$ cat src/rtl/pe_pkg.sv
// Shared constants and FSM state encoding for the processing-element row controller.
package pe_pkg;

  localparam int INWIDTH = 16;
  localparam int FRAC    = 12;

  typedef enum logic [1:0] {
    ST_IDLE  = 2'd0,
    ST_RUN   = 2'd1,
    ST_DRAIN = 2'd2
  } state_e;

endpackage

$ cat src/rtl/pe_row_window.sv
// Three-entry sliding pixel window (entry 0 oldest) with fill count.
module pe_row_window import pe_pkg::*; #(
  parameter int W = INWIDTH
) (
  input  logic         clk_i,
  input  logic         rst_i,
  input  logic         clear_i,
  input  logic         push_i,
  input  logic         shift_i,
  input  logic [W-1:0] data_i,
  output logic [W-1:0] win0_o,
  output logic [W-1:0] win1_o,
  output logic [W-1:0] win2_o,
  output logic [1:0]   cnt_o
);

  logic [W-1:0] e0_q, e1_q, e2_q;
  logic [1:0]   cnt_q;

  // Push fills the next free slot; shift drops the oldest; both together slide by one.
  always_ff @(posedge clk_i or posedge rst_i) begin
    if (rst_i) begin
      e0_q  <= '0;
      e1_q  <= '0;
      e2_q  <= '0;
      cnt_q <= 2'd0;
    end else if (clear_i) begin
      e0_q  <= '0;
      e1_q  <= '0;
      e2_q  <= '0;
      cnt_q <= 2'd0;
    end else begin
      case ({shift_i, push_i})
        2'b01: begin
          case (cnt_q)
            2'd0:    e0_q <= data_i;
            2'd1:    e1_q <= data_i;
            default: e2_q <= data_i;
          endcase
          cnt_q <= cnt_q + 2'd1;
        end
        2'b10: begin
          e0_q  <= e1_q;
          e1_q  <= e2_q;
          e2_q  <= '0;
          cnt_q <= cnt_q - 2'd1;
        end
        2'b11: begin
          e0_q <= e1_q;
          e1_q <= e2_q;
          e2_q <= data_i;
        end
        default: ;
      endcase
    end
  end

  assign win0_o = e0_q;
  assign win1_o = e1_q;
  assign win2_o = e2_q;
  assign cnt_o  = cnt_q;

endmodule

$ cat src/rtl/pe_row_ctrl.sv
// Row controller for a 3-tap conv PE: slides a pixel window, accumulates psums.
// Define PE_ROW_SAT_EN for signed-saturating psum accumulation (default wraps).
module pe_row_ctrl import pe_pkg::*; #(
  parameter int  INWIDTH = pe_pkg::INWIDTH,
  parameter int  MAX_LEN = 16,
  localparam int CW      = $clog2(MAX_LEN + 1)
) (
  input  logic               clk_i,
  input  logic               rst_i,
  input  logic               cfg_valid_i,
  output logic               cfg_ready_o,
  input  logic [CW-1:0]      cfg_len_i,
  input  logic [INWIDTH-1:0] cfg_w0_i,
  input  logic [INWIDTH-1:0] cfg_w1_i,
  input  logic [INWIDTH-1:0] cfg_w2_i,
  input  logic               if_valid_i,
  output logic               if_ready_o,
  input  logic [INWIDTH-1:0] if_data_i,
  input  logic               ps_in_valid_i,
  output logic               ps_in_ready_o,
  input  logic [INWIDTH-1:0] ps_in_data_i,
  output logic               ps_out_valid_o,
  input  logic               ps_out_ready_i,
  output logic [INWIDTH-1:0] ps_out_data_o,
  output logic [INWIDTH-1:0] mac_a0_o,
  output logic [INWIDTH-1:0] mac_a1_o,
  output logic [INWIDTH-1:0] mac_a2_o,
  output logic [INWIDTH-1:0] mac_b0_o,
  output logic [INWIDTH-1:0] mac_b1_o,
  output logic [INWIDTH-1:0] mac_b2_o,
  input  logic [INWIDTH-1:0] mac_res_i,
  output logic               busy_o,
  output logic               done_o
);

  state_e               state_q;
  logic                 cfg_ready_q, busy_q, done_q;
  logic [CW-1:0]        len_q, len_d, pix_cnt_q, out_cnt_q;
  logic [INWIDTH-1:0]   w0_q, w1_q, w2_q;
  logic                 ps_out_valid_q;
  logic [INWIDTH-1:0]   ps_out_data_q, sum_d;
  logic [1:0]           win_cnt;
  logic                 run, fire, pix_take, out_hs, cfg_hs;

  assign run      = (state_q == ST_RUN);
  assign fire     = run & (win_cnt == 2'd3) & ps_in_valid_i & (~ps_out_valid_q | ps_out_ready_i);
  assign if_ready_o    = run & (pix_cnt_q < len_q) & ((win_cnt != 2'd3) | fire);
  assign ps_in_ready_o = fire;
  assign pix_take = if_valid_i & if_ready_o;
  assign out_hs   = ps_out_valid_q & ps_out_ready_i;
  assign cfg_hs   = cfg_valid_i & cfg_ready_q;

  pe_row_window #(.W(INWIDTH)) u_window (
    .clk_i   (clk_i),
    .rst_i   (rst_i),
    .clear_i (cfg_hs),
    .push_i  (pix_take),
    .shift_i (fire),
    .data_i  (if_data_i),
    .win0_o  (mac_a0_o),
    .win1_o  (mac_a1_o),
    .win2_o  (mac_a2_o),
    .cnt_o   (win_cnt)
  );

  // Row length clamped so every row produces at least one psum.
  always_comb begin
    len_d = cfg_len_i;
    if (cfg_len_i < CW'(3)) begin
      len_d = CW'(3);
    end else if (cfg_len_i > CW'(MAX_LEN)) begin
      len_d = CW'(MAX_LEN);
    end else begin
      len_d = cfg_len_i;
    end
  end

`ifdef PE_ROW_SAT_EN
  logic [INWIDTH:0] sum_ext;

  // Signed add with clamp to the most positive / most negative code.
  always_comb begin
    sum_ext = {mac_res_i[INWIDTH-1], mac_res_i} + {ps_in_data_i[INWIDTH-1], ps_in_data_i};
    if (sum_ext[INWIDTH] != sum_ext[INWIDTH-1]) begin
      sum_d = sum_ext[INWIDTH] ? {1'b1, {(INWIDTH-1){1'b0}}} : {1'b0, {(INWIDTH-1){1'b1}}};
    end else begin
      sum_d = sum_ext[INWIDTH-1:0];
    end
  end
`else
  // Two's-complement wrap-around accumulation.
  always_comb begin
    sum_d = mac_res_i + ps_in_data_i;
  end
`endif

  // Control FSM plus the registered psum output stage.
  always_ff @(posedge clk_i or posedge rst_i) begin
    if (rst_i) begin
      state_q        <= ST_IDLE;
      cfg_ready_q    <= 1'b0;
      busy_q         <= 1'b0;
      done_q         <= 1'b0;
      len_q          <= '0;
      pix_cnt_q      <= '0;
      out_cnt_q      <= '0;
      w0_q           <= '0;
      w1_q           <= '0;
      w2_q           <= '0;
      ps_out_valid_q <= 1'b0;
      ps_out_data_q  <= '0;
    end else begin
      done_q <= 1'b0;
      case (state_q)
        ST_IDLE: begin
          if (cfg_hs) begin
            len_q       <= len_d;
            w0_q        <= cfg_w0_i;
            w1_q        <= cfg_w1_i;
            w2_q        <= cfg_w2_i;
            pix_cnt_q   <= '0;
            out_cnt_q   <= '0;
            cfg_ready_q <= 1'b0;
            busy_q      <= 1'b1;
            state_q     <= ST_RUN;
          end else begin
            cfg_ready_q <= 1'b1;
            busy_q      <= 1'b0;
          end
        end
        ST_RUN: begin
          if (pix_take) pix_cnt_q <= pix_cnt_q + CW'(1);
          if (fire) begin
            out_cnt_q <= out_cnt_q + CW'(1);
            if (out_cnt_q + CW'(1) == len_q - CW'(2)) state_q <= ST_DRAIN;
          end
        end
        ST_DRAIN: begin
          if (out_hs) begin
            state_q     <= ST_IDLE;
            done_q      <= 1'b1;
            busy_q      <= 1'b0;
            cfg_ready_q <= 1'b1;
          end
        end
        default: begin
          state_q     <= ST_IDLE;
          busy_q      <= 1'b0;
          cfg_ready_q <= 1'b1;
        end
      endcase

      // A new fire always reloads; data otherwise holds while stalled.
      if (fire) begin
        ps_out_valid_q <= 1'b1;
        ps_out_data_q  <= sum_d;
      end else if (out_hs) begin
        ps_out_valid_q <= 1'b0;
      end
    end
  end

  assign cfg_ready_o    = cfg_ready_q;
  assign busy_o         = busy_q;
  assign done_o         = done_q;
  assign ps_out_valid_o = ps_out_valid_q;
  assign ps_out_data_o  = ps_out_data_q;
  assign mac_b0_o       = w0_q;
  assign mac_b1_o       = w1_q;
  assign mac_b2_o       = w2_q;

endmodule

$ cat config.mk
export PLATFORM = sky130hd
export DESIGN_NAME = pe_row_ctrl
export DESIGN_NICKNAME = d
export VERILOG_FILES = /design/src/rtl/pe_pkg.sv /design/src/rtl/pe_row_window.sv /design/src/rtl/pe_row_ctrl.sv
export SDC_FILE = /design/constraint.sdc
export NUM_CORES = 1
export LEC_CHECK = 0
export CAP_MARGIN = 20
export CORE_MARGIN = 2
export CORE_UTILIZATION = 50
export DETAILED_ROUTE_END_ITERATION = 12
export PLACE_DENSITY = 0.93
export SYNTH_ARGS = -nofsm -noshare
export SYNTH_HDL_FRONTEND = slang
export SYNTH_SLANG_ARGS = --single-unit
$ cat constraint.sdc
create_clock -name clk_i -period 11.7 [get_ports clk_i]
set_input_delay 2.34 -clock clk_i [delete_from_list [all_inputs] [get_ports clk_i]]
set_output_delay 2.34 -clock clk_i [all_outputs]
set_load 0.1 [all_outputs]
==> results.yml, run 1 <==
outcome:
  status: "complete, no violations"
critical_path:
  signal_arrival_time_at_the_worst_endpoint_ps: 5670
  cp_data_required_time_ps: 9360
  worst_path_largest_cell_delay_ps: 1120
  crit_type: "primary input to output pin"
  critical_path.slowest_cell: "clkdlybuf4s50_1"
  regToRegStartpoint: "u_window.cnt_o[0]"
  worstPathCellList: "clkdlybuf4s50_1, nand2b_1, nand2b_4, buf_4, inv_1, clkdlybuf4s50_1"
  crit_top_cell: "clkdlybuf4s50_1"
  critical_path.startpoint: "ps_out_ready_i"
  critical_path.startpoint_type: "primary input"
  critical_path.max_fanout: 118
  critPathCaptureType: "output pin"
hold_path:
  hold_start: "mac_b2_o[13]"
  min-delay-path-class: "flip-flop to flip-flop"
sta:
  finalSetupViolations: 0
  timing.setup.tns_ps: 0
  max_slew_margin_pct: 30.3
  max_slew.worst_pin.slew_ps: 1040
  final.hold.worst_slack_ps: 474
  timing_max_transition_violations_final: 0
  finalHoldViolations: 0
  rsz_0062_raised_after_global_routing: "false"
  min_period_over_period_pct: 68.4
  timing.fmax_mhz: 125
  timing.clock.skew_ps: 7.18
  timing.final.crit_period_ps: 8010
cells_and_area:
  layout_net_count: 1071
  fillerInstances: 944
  total_area_of_sequential_cells_um2: 3380
  syn2layout_area_growth_pct: 42.1
  post_route_cells_drive_above_1_share_pct: 4.84
  antenna_cells: 0
  post_layout_nonfiller_instances: 1127
  multi_input_area_um2: 3190
logic_synthesis:
  ys_warn_count: 0
  syn_avg_cell_area_um2: 9.29
  syn-num-nets: 868
  synthDistinctLibCells: 55
  mappedNetlistArea_um2: 6830
  postSynth.topFlopCell: "dfrtp_1"
  synth-async-reset-ratio_pct: 100
  top_post_synthesis_cells_by_count: "181 x nand2_1, 135 x dfrtp_1, 61 x a21oi_1"
  netlist_instances: 735
  post-synth-top-area-fraction_pct: 49.5
  synth-edff-count: 0
  ys_seq_area_share_pct: 49.5
  synthDominantAreaCellType: "dfrtp_1"
  synth_seq_cells: 135
  synth.top_cells.by_area: "dfrtp_1 49%, nand2_1 10%, mux2i_1 5.1%"
  synth_most_common_cell: "nand2_1"
clock_tree:
  post_cts_resize_count: 0
  cts-htree-levels: 4
  ctsRootBufferMaster: "clkbuf_16"
  cts-hold-fix-buffers: 0
  cts_inserted_buffers: 17
  cts_num_sinks: 135
  clock_tree_from_tritoncts: "done"
  clk_transition_reported_paths_ps: 60
  buffer_count_from_post_cts_setup_fixing: 0
  clock_insertion_delay_worst_skew_ps: 410
  number_of_buffers_on_the_longest_clock_path: 2
global_route:
  grt_pass1_vias: 6120
  grt_start_max_net_pins: 119
  global_route.usage.total_pct: 26.0
  grt_pass1_wl_um: 30300
  grt-ovfl-total: 0
  grt_antenna_before_repair: 0
detailed_routing:
  dr_total_vias: 6240
  routed_wire_length_per_instance_um: 16.4
  via_per_inst: 5.54
  drc: 0
  detailedRoute.firstIterationViolations: 539
  route.antenna.remaining_nets: 0
  drtPass1Iterations: 7
  routed_wirelength_um: 18500
die:
  ioPinCount: 225
  std_cell_rows: 42
  placeableCoreArea_um2: 13300
  die_w_um: 121
  fp.dieH_um: 121
  initial_utilization_pct: 51.3
  die_area_um2: 14600
placed_design:
  gp_routability_congestion: 0.901
  hpwl_um: 13100
  place_inst: 1095
  placement.io_buffers: 224
power:
  power.share.clock_pct: 18.7
  cellInternalPower_mw: 1.29
  power_switching_mw: 1.44
  leakagePower_nw: 4.57
  power.switching_fraction_pct: 52.6
  comb_power_share_pct: 55.6
  p_total_mw: 2.73
  vdd_drop_max_mv: 0.159
  cellPowerDensity_nw_per_um2: 281
  pwr-share-seq_pct: 25.7
job:
  cap_violations: 0
==> worst paths after layout <==
check	to	slack (ps)	depth (start not counted)
max	ps_in_ready_o	3690	6
min	mac_b2_o[13]	470	2
max reg2reg	out_cnt_q[2]	8540	8
min reg2reg	mac_b2_o[13]	470	2
max in group asynchronous	ps_out_data_o[14]	8000	3
min in group asynchronous	u_window.win0_o[2]	2350	2
==> layout make-up <==
cell class                      count  share of cell area, %
Multi-Input combinational cell    539                   32.9
Tap cell                          176                   2.27
Clock buffer                       20                   4.60
Inverter                           16                  0.671
Sequential cell                   135                   34.8
Timing Repair Buffer              229                   23.5
Clock inverter                     12                   1.23
==> cell usage in the layout (no fill, tap or decap), types with 3 or more instances in the layout <==
master           count
and3_1               4
o21a_1               4
nand2_1            181
clkbuf_16           17
o31ai_1              3
xor2_1               7
clkinvlp_4           5
clkdlybuf4s50_1    224
buf_4                4
o21ai_0             58
nor2_1              17
a211oi_1             3
nor2b_1              6
a21oi_1             61
nand3_1             41
a31oi_1              3
ha_1                25
a21o_1               9
nor3_1               9
o2111ai_1            3
nand3b_1             4
inv_1               15
dfrtp_1            135
a211o_1              3
inv_6                4
nand2b_1             4
nand4_1              7
mux2i_1             35
xnor2_1             13
or3_1                3
==> logic make-up after synthesis <==
family,count (synthesis),share of synthesized area [%]
AND/OR/NAND/NOR,287,18.4
AO/OA/AOI/OAI,169,15.2
flip-flops,135,49.5
buffers and inverters,61,3.98
multiplexers,37,5.46
adder cells (fa/ha/maj),26,4.88
XOR/XNOR,20,2.57
==> stage by stage <==
step	setup WS, ps	instance area [µm²]	util [%]
after global routing	3510	9700	73.0
after detailed placement	3760	9140	68.7
final	3690	9700	73.0
after CTS	3750	9700	73.0
after global placement	3830	9130	68.6
after floorplan	5750	6830	-
==> critical path: cells and delay by family <==
| kind | cells | cell delay, ps |
|---|---|---|
| and+or+nand+nor | 2 | 310 |
| buffers and inverters | 4 | 2910 |
==> power by group through the flow <==
stage,clock (mW),sequential (mW),combinational (mW)
final,0.510,0.700,1.52
after global routing,0.543,0.713,1.58
after CTS,0.516,0.697,1.52
after detailed placement,0,0.703,1.52
after global placement,0,0.696,1.48
after floorplan,0,1.47,0.374
==> flip-flops by register name, summed over array words and instances, names as in the netlist, 2 cells and up <==
register and cells:
u_window.cnt_o 2, mac_b0_o 16, u_window.win2_o 16, state_q 2
pix_cnt_q 5, u_window.win1_o 16, ps_out_data_o 16, out_cnt_q 5
mac_b2_o 16, len_q 5, u_window.win0_o 16, mac_b1_o 16
==> metal layers <==
metal  track usage (%)  part of all wire, %  vias to the layer above
li1                  -                    -                     2948
met1              32.0                   40                     3016
met2              44.1                   50                      250
met3              8.16                  8.5                       26
met4              7.12                  1.2                        0
met5                 0                    0                        -
Power figures use the tool's default switching activity.
==> run 2, diff against run 1 <==
--- a/config.mk
+++ b/config.mk
@@ -7,9 +7,9 @@
 export LEC_CHECK = 0
 export CAP_MARGIN = 20
 export CORE_MARGIN = 2
-export CORE_UTILIZATION = 50
+export CORE_UTILIZATION = 42
 export DETAILED_ROUTE_END_ITERATION = 12
-export PLACE_DENSITY = 0.93
+export PLACE_DENSITY = 0.84
 export SYNTH_ARGS = -nofsm -noshare
 export SYNTH_HDL_FRONTEND = slang
 export SYNTH_SLANG_ARGS = --single-unit
==> constraint.sdc (replaced) <==
create_clock -name clk_i -period 7.31 [get_ports clk_i]
set_input_delay 1.462 -clock clk_i [delete_from_list [all_inputs] [get_ports clk_i]]
set_output_delay 1.462 -clock clk_i [all_outputs]
set_load 0.1 [all_outputs]
==> run 2 against run 1 <==
Net effect:
- combinational power increased by 59%
- cell count rose by 3.5%
- count of clock-buffer cells in the layout stayed put
- non-clock buffer count increased by 1
- sequential power up 59%
- critical path type unchanged
- largest cell class unchanged
- largest power group unchanged
==> results.yml, run 2 (synthesized netlist as in run 1, its figures left out) <==
clock_tree:
  cts_num_sinks: 135
  clock_tree_from_tritoncts: "done"
  number_of_buffers_on_the_longest_clock_path: 2
  cts-hold-fix-buffers: 0
  clock_insertion_delay_worst_skew_ps: 420
  ctsRootBufferMaster: "clkbuf_16"
  cts_inserted_buffers: 17
  buffer_count_from_post_cts_setup_fixing: 0
  clk_transition_reported_paths_ps: 60
  cts-htree-levels: 4
  post_cts_resize_count: 0
sta:
  max_slew.worst_pin.slew_ps: 1070
  post-route-worst-setup-slack_ps: 2020
  timing_max_transition_violations_final: 0
  rsz_0062_raised_after_global_routing: "false"
  timing.clock.skew_ps: 13.9
  finalHoldViolations: 0
  timing.fmax_mhz: 189
  timing.final.crit_period_ps: 5290
  finalSetupViolations: 0
  min_period_over_period_pct: 72.3
  max_slew_margin_pct: 28.7
  timing.setup.tns_ps: 0
global_route:
  grt-ovfl-total: 0
  grt_start_max_net_pins: 91
  grt_pass1_wl_um: 30100
  grt_pass1_vias: 6062
  grt_antenna_before_repair: 0
  global_route.usage.total_pct: 21.3
power:
  power.switching_fraction_pct: 51.3
  comb_power_share_pct: 54.8
  leakagePower_nw: 4.61
  cellPowerDensity_nw_per_um2: 450
  pwr-share-seq_pct: 25.1
  cellInternalPower_mw: 2.15
  power.share.clock_pct: 20.0
  vdd_drop_max_mv: 0.357
  power_switching_mw: 2.26
critical_path:
  regToRegStartpoint: "cfg_ready_o"
  critical_path.startpoint: "ps_in_valid_i"
  timing.rr.end: "len_q[1]"
  critPathCaptureType: "output pin"
  timing.critical_path.to: "if_ready_o"
  critical_path.startpoint_type: "primary input"
  critical_path.max_fanout: 6
  r2r_setup_slack_ps: 4510
  reg2regPathDepth: 4
  signal_arrival_time_at_the_worst_endpoint_ps: 3820
  cp_data_required_time_ps: 5850
  crit_type: "primary input to output pin"
cells_and_area:
  final_core_utilization_pct: 61.7
  antenna_cells: 0
  layout.cells.most_common: "clkdlybuf4s50_1"
  layout_net_count: 1072
  syn2layout_area_growth_pct: 43.6
  final_cell_area_um2: 9800
  mostFrequentLayoutCells: "223 x clkdlybuf4s50_1, 181 x nand2_1, 135 x dfrtp_1"
  post_route_cells_drive_above_1_share_pct: 5.05
placed_design:
  dp_slack_ps: 2010
  hpwl_um: 12800
  gp_routability_congestion: 0.824
  placement.io_buffers: 224
  post_dp_cell_area_um2: 9190
job:
  cap_violations: 0
detailed_routing:
  drtPass1Iterations: 5
  routed_wirelength_um: 18100
  dr_total_vias: 6000
  detailedRoute.firstIterationViolations: 419
  routed_wire_length_per_instance_um: 15.5
  drc: 0
  via_per_inst: 5.15
  route.antenna.remaining_nets: 0
die:
  std_cell_rows: 46
  die_w_um: 131
  die_area_um2: 17300
  placeableCoreArea_um2: 15900
  initial_utilization_pct: 43.0
  ioPinCount: 225
  fp.dieH_um: 131
outcome:
  status: "complete, no violations"
hold_path:
  min-delay-path-class: "flip-flop to flip-flop"
-- run 2: cell count changes in the layout (fill, tap and decap cells not counted), moves of 2 or more --
cell	before	now
buf_4	4	7
clkinvlp_4	5	2
bufinv_16	1	3
clkbuf_1	2	0
clkbuf_8	1	3
-- run 2: power groups by stage --
stage | combinational, mW | clock [mW] | sequential [mW]
after floorplan | 0.599 | 0 | 2.35
after global placement | 2.39 | 0 | 1.11
after detailed placement | 2.42 | 0 | 1.12
after CTS | 2.43 | 0.902 | 1.11
after global routing | 2.53 | 0.933 | 1.14
final | 2.42 | 0.883 | 1.11
-- run 2: through the flow --
| step | power (mW) | hold WS [ps] | std cells |
|---|---|---|---|
| floorplan | 2.95 | 449 | 735 |
| global placement | 3.50 | 456 | 1136 |
| detailed placement | 3.54 | 463 | 1136 |
| CTS | 4.44 | 478 | 1166 |
| global route | 4.60 | 491 | 1166 |
| finish | 4.41 | 470 | 1166 |
-- run 2: worst min path at each step --
stage,startpoint,to,slack (ps),depth (start not counted)
floorplan,pix_cnt_q[4],pix_cnt_q[4],450,1
global placement,mac_b1_o[10],mac_b1_o[10],460,2
detailed placement,mac_b1_o[10],mac_b1_o[10],460,2
CTS,mac_b1_o[10],mac_b1_o[10],480,2
global route,mac_b2_o[15],mac_b2_o[15],490,2
finish,mac_b1_o[10],mac_b1_o[10],470,2
-- run 2: final cells by class --
type                    instances  area [µm²]
repair buffers                230        2280
multi-input cells             539        3190
inverters                      16        65.1
clock buffers                  20         467
fillers                      1349        6080
clock inverters                10         145
well taps                     216         270
flip-flops and latches        135        3380
-- run 2: critical path, stage by stage --
cell	delay [ps]
clkdlybuf4s50_1	480
inv_1	60
o21ai_2	360
o2111a_1	260
clkdlybuf4s50_1	1200
-- run 2: metal layers --
metal	GRT usage (%)	wire, µm	up-vias
met5	0	0	-
met4	6.28	247	0
met3	7.79	1490	22
met2	35.2	8740	229
met1	26.1	7640	2803
li1	-	-	2946
